--- config.mk ---
export PLATFORM = sky130hd
export DESIGN_NAME = serial_rx
export DESIGN_NICKNAME = d
export VERILOG_FILES = /design/src/rtl/serial_pkg.sv /design/src/rtl/sync_2ff.sv /design/src/rtl/serial_rx.sv
export SDC_FILE = /design/constraint.sdc
export NUM_CORES = 1
export LEC_CHECK = 0
export CAP_MARGIN = 5
export CORE_MARGIN = 2
export CORE_UTILIZATION = 58
export CTS_BUF_LIST = sky130_fd_sc_hd__clkbuf_4 sky130_fd_sc_hd__clkbuf_8
export CTS_CLUSTER_DIAMETER = 200
export DETAILED_ROUTE_END_ITERATION = 16
export GPL_ROUTABILITY_DRIVEN = 1
export MAX_ROUTING_LAYER = met4
export PLACE_DENSITY = 0.79
export SETUP_SLACK_MARGIN = 0.15
export SYNTH_ARGS = -nofsm -noshare
export SYNTH_HDL_FRONTEND = slang
export SYNTH_HIERARCHICAL = 1
export SYNTH_SLANG_ARGS = --single-unit
export TNS_END_PERCENT = 50
--- constraint.sdc ---
create_clock -name clk -period 2.8 [get_ports clk]
set_clock_uncertainty 0.05 [all_clocks]
set_input_delay 0.84 -clock clk [delete_from_list [all_inputs] [get_ports clk]]
set_output_delay 0.84 -clock clk [all_outputs]
set_load 0.02 [all_outputs]
--- src/rtl/serial_pkg.sv ---
// Shared types and constants for the serial (UART) receive/transmit slice.
// Pure declarations: no logic, no latency, no flow control.
// Frame is 8N1, LSB first, idle-high line.
package serial_pkg;

  localparam int CLKS_PER_BIT_DEFAULT = 434;
  localparam int DATA_BITS            = 8;

  typedef enum logic [2:0] {
    IDLE,
    START,
    DATA,
    STOP,
    WAIT_HIGH
  } serial_rx_state_t;

endpackage

--- src/rtl/sync_2ff.sv ---
// Two-flop synchronizer for one asynchronous bit; resets to 1 (idle line level).
// Latency: 2 clk cycles from input change to q.
// No flow control.
module sync_2ff (
  input  logic clk,
  input  logic rst_n,
  input  logic d,
  output logic q
);

  logic meta_d, meta_q;
  logic sync_d, sync_q;

  always_comb begin
    meta_d = d;
    sync_d = meta_q;
  end

  always_ff @(posedge clk or negedge rst_n) begin
    if (!rst_n) begin
      meta_q <= 1'b1;
      sync_q <= 1'b1;
    end else begin
      meta_q <= meta_d;
      sync_q <= sync_d;
    end
  end

  assign q = sync_q;

endmodule

--- src/rtl/serial_rx.sv ---
// UART 8N1 receiver: mid-bit sampling, one rx_cplt or rx_error pulse per frame.
// Latency: pulse 2 + 1 + HALF + 9*CLKS_PER_BIT cycles after the start-bit falling edge at the pin.
// No backpressure: rx_data is overwritten by the next good frame whether consumed or not.
module serial_rx
  import serial_pkg::*;
#(
  parameter int CLKS_PER_BIT = CLKS_PER_BIT_DEFAULT
) (
  input  logic                 clk,
  input  logic                 rst_n,
  input  logic                 rx,
  output logic [DATA_BITS-1:0] rx_data,
  output logic                 rx_cplt,
  output logic                 rx_error
);

  localparam int CNT_W = $clog2(CLKS_PER_BIT);
  localparam int IDX_W = $clog2(DATA_BITS);
  localparam int HALF  = CLKS_PER_BIT / 2;
  localparam logic [CNT_W-1:0] HALF_M1  = CNT_W'(HALF - 1);
  localparam logic [CNT_W-1:0] LAST_CNT = CNT_W'(CLKS_PER_BIT - 1);
  localparam logic [IDX_W-1:0] LAST_BIT = IDX_W'(DATA_BITS - 1);

  logic rxs;

  serial_rx_state_t       state_d, state_q;
  logic [CNT_W-1:0]       cnt_d, cnt_q;
  logic [IDX_W-1:0]       idx_d, idx_q;
  logic [DATA_BITS-1:0]   shift_d, shift_q;
  logic [DATA_BITS-1:0]   rx_data_d, rx_data_q;
  logic                   rx_cplt_d, rx_cplt_q;
  logic                   rx_error_d, rx_error_q;

  sync_2ff u_sync (
    .clk   (clk),
    .rst_n (rst_n),
    .d     (rx),
    .q     (rxs)
  );

  always_comb begin
    state_d    = state_q;
    cnt_d      = cnt_q;
    idx_d      = idx_q;
    shift_d    = shift_q;
    rx_data_d  = rx_data_q;
    rx_cplt_d  = 1'b0;
    rx_error_d = 1'b0;

    unique case (state_q)
      IDLE: begin
        if (!rxs) begin
          state_d = START;
          cnt_d   = '0;
        end
      end
      START: begin
        // Re-check the line half a bit in; a high here was a glitch.
        if (cnt_q == HALF_M1) begin
          cnt_d = '0;
          if (!rxs) begin
            state_d = DATA;
            idx_d   = '0;
          end else begin
            state_d = IDLE;
          end
        end else begin
          cnt_d = cnt_q + CNT_W'(1);
        end
      end
      DATA: begin
        if (cnt_q == LAST_CNT) begin
          cnt_d          = '0;
          shift_d[idx_q] = rxs;
          idx_d          = idx_q + IDX_W'(1);
          if (idx_q == LAST_BIT) state_d = STOP;
        end else begin
          cnt_d = cnt_q + CNT_W'(1);
        end
      end
      STOP: begin
        if (cnt_q == LAST_CNT) begin
          cnt_d = '0;
          if (rxs) begin
            rx_data_d = shift_q;
            rx_cplt_d = 1'b1;
            state_d   = IDLE;
          end else begin
            rx_error_d = 1'b1;
            state_d    = WAIT_HIGH;
          end
        end else begin
          cnt_d = cnt_q + CNT_W'(1);
        end
      end
      WAIT_HIGH: begin
        // A held-low line (break) must not look like a fresh start bit.
        if (rxs) state_d = IDLE;
      end
      default: state_d = IDLE;
    endcase
  end

  always_ff @(posedge clk or negedge rst_n) begin
    if (!rst_n) begin
      state_q    <= IDLE;
      cnt_q      <= '0;
      idx_q      <= '0;
      shift_q    <= '0;
      rx_data_q  <= '0;
      rx_cplt_q  <= 1'b0;
      rx_error_q <= 1'b0;
    end else begin
      state_q    <= state_d;
      cnt_q      <= cnt_d;
      idx_q      <= idx_d;
      shift_q    <= shift_d;
      rx_data_q  <= rx_data_d;
      rx_cplt_q  <= rx_cplt_d;
      rx_error_q <= rx_error_d;
    end
  end

  assign rx_data  = rx_data_q;
  assign rx_cplt  = rx_cplt_q;
  assign rx_error = rx_error_q;

endmodule

# Word-level counts from Yosys, hierarchy flattened
# Cells that the tools add are included.
[word_totals] reg_bits=35 input_bits=3 output_inout_bits=10 wordCells=63
[classes] addsub=2 order_cmp=2 n_eq_ne=14 n_mux=26 reduce_logical=10
[op_table] operator="3-bit 2-to-1 mux" count=10
[op_table] operator="9-bit 2-to-1 mux" count=3
[op_table] operator="9-bit one-hot mux with 3 select lines" count=1
[op_table] operator="3-bit one-hot mux with 5 select lines" count=1
[op_table] operator="2-bit inequality test (second input constant)" count=6
[op_table] operator="9-bit by 1-bit adder with 9-bit output (second input constant)" count=1
[op_table] operator="9-bit by 8-bit equality test with 1-bit output (second input constant)" count=1
[op_table] operator="9-bit equality test (second input constant)" count=1
[op_table] operator="8-bit bitwise mux" count=1
[op_table] operator="1-bit 2-to-1 mux" count=7
[op_table] operator="3-bit by 2-bit equality test with 1-bit output (second input constant)" count=2
[op_table] operator="3-bit equality test (second input constant)" count=2
[op_table] operator="3-bit one-hot mux with 2 select lines" count=1
[op_table] operator="6-bit AND reduction" count=1
[op_table] operator="3-bit by 4-bit < comparator with 1-bit output (second input constant)" count=1
[op_table] operator="2-bit AND reduction" count=2
[op_table] operator="4-bit AND reduction" count=1
[op_table] operator="3-bit by 1-bit adder with 3-bit output (second input constant)" count=1
[op_table] operator="1-bit demux with 3-bit select" count=1
[op_table] operator="3-bit by 1-bit equality test with 1-bit output (second input constant)" count=1
[op_table] operator="3-bit by 1-bit >= comparator with 1-bit output (second input constant)" count=1
[op_table] operator="3-bit logical NOT" count=1
[op_table] operator="3-bit AND reduction" count=1
[op_table] operator="3-bit nonzero test" count=1
[op_table] operator="other kinds (5)" count=5

# Depth between registers and ports, before layout
[depth] ltp_word=5 depth_mapped=7 ltp_nobuf=6

# Modules after synthesis
# Netlist, hierarchy kept.
[by_module_without_submodules] module="serial_rx" n_inst=1 cells_per_inst=152 area_each_um2=1689.1 seq_area_each_um2=825.8
[by_module_without_submodules] module="sync_2ff" n_inst=1 cells_per_inst=2 area_each_um2=52.6 seq_area_each_um2=52.6

# Least setup slack after synthesis
# OpenSTA, ideal clock, no wires.
[synth_timing] path_type="reg-to-reg" start="register cnt_q[0]" end="register idx_q[0]" t_arrival_ps=1874 setup_slack_ps=751 stages_incl_launch_ff=7 synth_period_minus_slack_ps=2049 path_cell_list="dfrtp_1 > inv_1 > ha_1 > or4b_1 > o31a_1 > or3_4 > mux2_4"
[synth_between] elab_chain_cells=3 elab_cells_between_ends=5
[synth_rtl] item="from (decl)" line="serial_rx.sv:27" text="logic [CNT_W-1:0] cnt_d, cnt_q;"
[synth_rtl] item="from (signal assigned)" line="serial_rx.sv:115" text="cnt_q <= cnt_d;"
[synth_rtl] item="9-bit equality test or 9-bit by 8-bit equality test with 1-bit output (tied branches)" line="serial_rx.sv:72, serial_rx.sv:59"
[synth_rtl] item="2-bit inequality test (no source line)"
[synth_rtl] item="4-bit AND reduction (no source line) (*)"
[synth_rtl] item="to (signal assigned)" line="serial_rx.sv:116" text="idx_q <= idx_d;"
[synth_rtl] item="to (decl)" line="serial_rx.sv:28" text="logic [IDX_W-1:0] idx_d, idx_q;"
# Every way passes the cells marked *; elsewhere a longest branch is shown, timed or not.
# A chain may end at the register's enable or synchronous reset.

# Final worst setup path
# Ends and elaborated chain as after synthesis.

==> flow_summary.ini <==
[detailed_routing]
wire_per_inst_um = 16.63
final_antenna_net_count = 0
vias = 1279
firstDrtPassIters = 4
drt_wl_total_um = 3326
drc_errors = 0
viasPerCell = 6.395
drt_iter0_drc = 26

[yosys]
netlist_instances = 154
yosys.area.top_type_share_pct = 47.41
synth_ff_type = dfrtp_1
synth_top_area_cell = dfrtp_1
avgSynthCellArea_um2 = 11.31
synthDistinctLibCells = 45
synthTopCellsByArea = dfrtp_1, mux2_2, ha_1, nand2_1, dfstp_2
synth_edf_count = 0
yosysWarnings = 6
synth-seq-cells = 35
syn_area_um2 = 1742
synth_async_sr_flop_share_pct = 100.0
ys_seq_area_share_pct = 50.43
synth_nets = 162

[timing]
finalCritPeriodShare_pct = 81.44
tightestPinTransition_ps = 762.7
hold_viol = 0
setup_ws_ps = 519.7
setup_tns_ps = 0
maxSlewViolCount = 0
rsz0062_at_grt = false
relSlewSlack_pct = 49.16
fmax_mhz = 438.5
setup_violations = 0
fin_crit_ps = 2280

[layout]
nets = 176
area.sequential_um2 = 878.3
drive_above_1_share_pct = 20.71
syn2layout_area_growth_pct = 13.00
n_antenna_cell = 0
multi_input_area_um2 = 823.3
layout.cell_area.non_filler_um2 = 1968
fill_cells = 204

[floorplan]
coreArea_um2 = 2805
start_util_pct = 62.09
die-area_um2 = 3457
io_pins = 13
die_h_um = 58.80
die_w_um = 58.80
num_rows = 19

[clocking]
clockBufferDepth = 2
post_cts_buffers = 0
hold_buffers = 0
numCtsBuffers = 5
path_clk_slew_ps = 110
cts_root_buffer = clkbuf_4
htree_levels = 2
cts_tree = done
clk_latency_ps = 340
cts_resized = 0
clock-sinks = 35

[setup_path]
reg2reg_depth = 6
cp_data_arrival_time_ps = 2470
crit_start = cnt_q[0]
cp-end-kind = register
cp-start-kind = register
criticalPathCategory = reg -> reg
r2r_start = cnt_q[0]
setup.worst_path.end = idx_q[0]
path_max_fanout = 13
cp_data_required_time_ps = 2990
reg2reg_to = idx_q[0]
r2r_slack_ps = 520

[power]
finalPower_mw = 0.8873
ir_worst_vdd_mv = 0.4957
p_seq_share_pct = 57.7
p_switching_mw = 0.1870
swShare_pct = 21.07
p_leak_nw = 0.8895
p_clk_share_pct = 40.6
p_int_mw = 0.7003
p_per_area_nw_per_um2 = 450.8
pwr-share-comb_pct = 1.7

[grt]
grt_max_degree = 36
overflow = 0
grt_pass1_vias = 1262
grt_usage_pct = 22.79
grt_first_pass_wirelength_um = 5733
antenna_found_initial = 0

[job]
max_cap_violations = 0

[placement]
place_congestion = 0.8482
dp_slack_ps = 523.6
io_buffers = 12
postPlaceCellArea_um2 = 1887
place_hpwl_um = 2365

[min_path]
hold_path.class = reg -> reg

[outcome]
status = finished clean
## state kept, by name, indices dropped and copies added, names as in the netlist
name / cells
rx_error: 1
u_sync/meta_q: 1
cnt_q: 9
u_sync/q: 1
shift_q: 8
state_q: 3
rx_data: 8
rx_cplt: 1
idx_q: 3
## cells in the final DEF (no fill, tap or decap), drive strengths merged, types with 5 or more instances in the layout
master         count
dfrtp             33
o21ai              6
clkbuf             5
nand2             16
ha                 5
nor3               5
nand3              5
mux2              17
clkdlybuf4s50     12
nor2               5
## how the worst min path moves through the flow
stage,start,end,slack (ps),cells after the start
4_1_cts,u_sync/meta_q,u_sync/q,310,0
6_report,u_sync/meta_q,u_sync/q,310,0
3_3_place_gp,u_sync/meta_q,u_sync/q,300,0
5_1_grt,u_sync/meta_q,u_sync/q,310,0
2_1_floorplan,u_sync/meta_q,u_sync/q,300,0
3_5_place_dp,u_sync/meta_q,u_sync/q,300,0
## worst max-delay path, stage by stage (launching register included)
cell and delay, ps:
dfrtp_1 440, inv_1 80, ha_1 140, or4b_1 420, o31a_1 400, or3_4 390
mux2_4 260
## cell families after synthesis
group                    after synthesis  synth area share [%]
AND/OR/NAND/NOR                       58                 20.76
flip-flops                            35                 50.43
AO/OA/AOI/OAI                         28                 11.14
multiplexers                          18                 11.78
buffers and inverters                 10                 2.298
adder cells (fa/ha/maj)                5                 3.592
## layout make-up
type	instances	share of cell area (%)
sequential	35	44.63
multi-input combinational	109	41.83
timing repair buffer	14	6.866
clock inverter	3	2.225
tap	31	1.971
clock buffer	5	1.907
inverter	3	0.5722
## metrics by stage
| stage | utilization, % | hold slack (ps) | instances |
|---|---|---|---|
| after floorplan | - | 295.2 | 154 |
| after global placement | 67.26 | 296.3 | 192 |
| after detailed placement | 67.26 | 299.8 | 192 |
| after CTS | 70.16 | 312.0 | 200 |
| after global routing | 70.16 | 314.3 | 200 |
| final | 70.16 | 309.0 | 200 |
## layer usage
layer | GRT usage (%) | wire length, um
met1 | 28.53 | 1466
met3 | 7.033 | 205
met2 | 34.29 | 1560
met4 | 9.740 | 93
met5 | - | 0
## synth_stat cells (2+ instances only)
cell type,instances
mux2_2,16
nor3b_1,2
nor3_1,5
ha_1,5
a22o_1,2
o22ai_1,3
o31a_1,2
clkbuf_1,5
nand3_1,5
dfrtp_1,33
dfstp_2,2
nor2_1,5
o21ai_0,6
nand2_1,16
nor4_1,3
inv_1,3
o211ai_1,3
a21oi_1,4
nor4bb_1,2
nor2b_1,4
nand4b_1,4
## power groups by stage
stage	Clock [mW]	Combinational (mW)	Sequential, mW
2_1_floorplan	0	0.00498	0.518
3_3_place_gp	0	0.0156	0.521
3_5_place_dp	0	0.0160	0.521
4_1_cts	0.369	0.0159	0.512
5_1_grt	0.388	0.0176	0.512
6_report	0.360	0.0153	0.512
(Power assumes the default switching activity.)
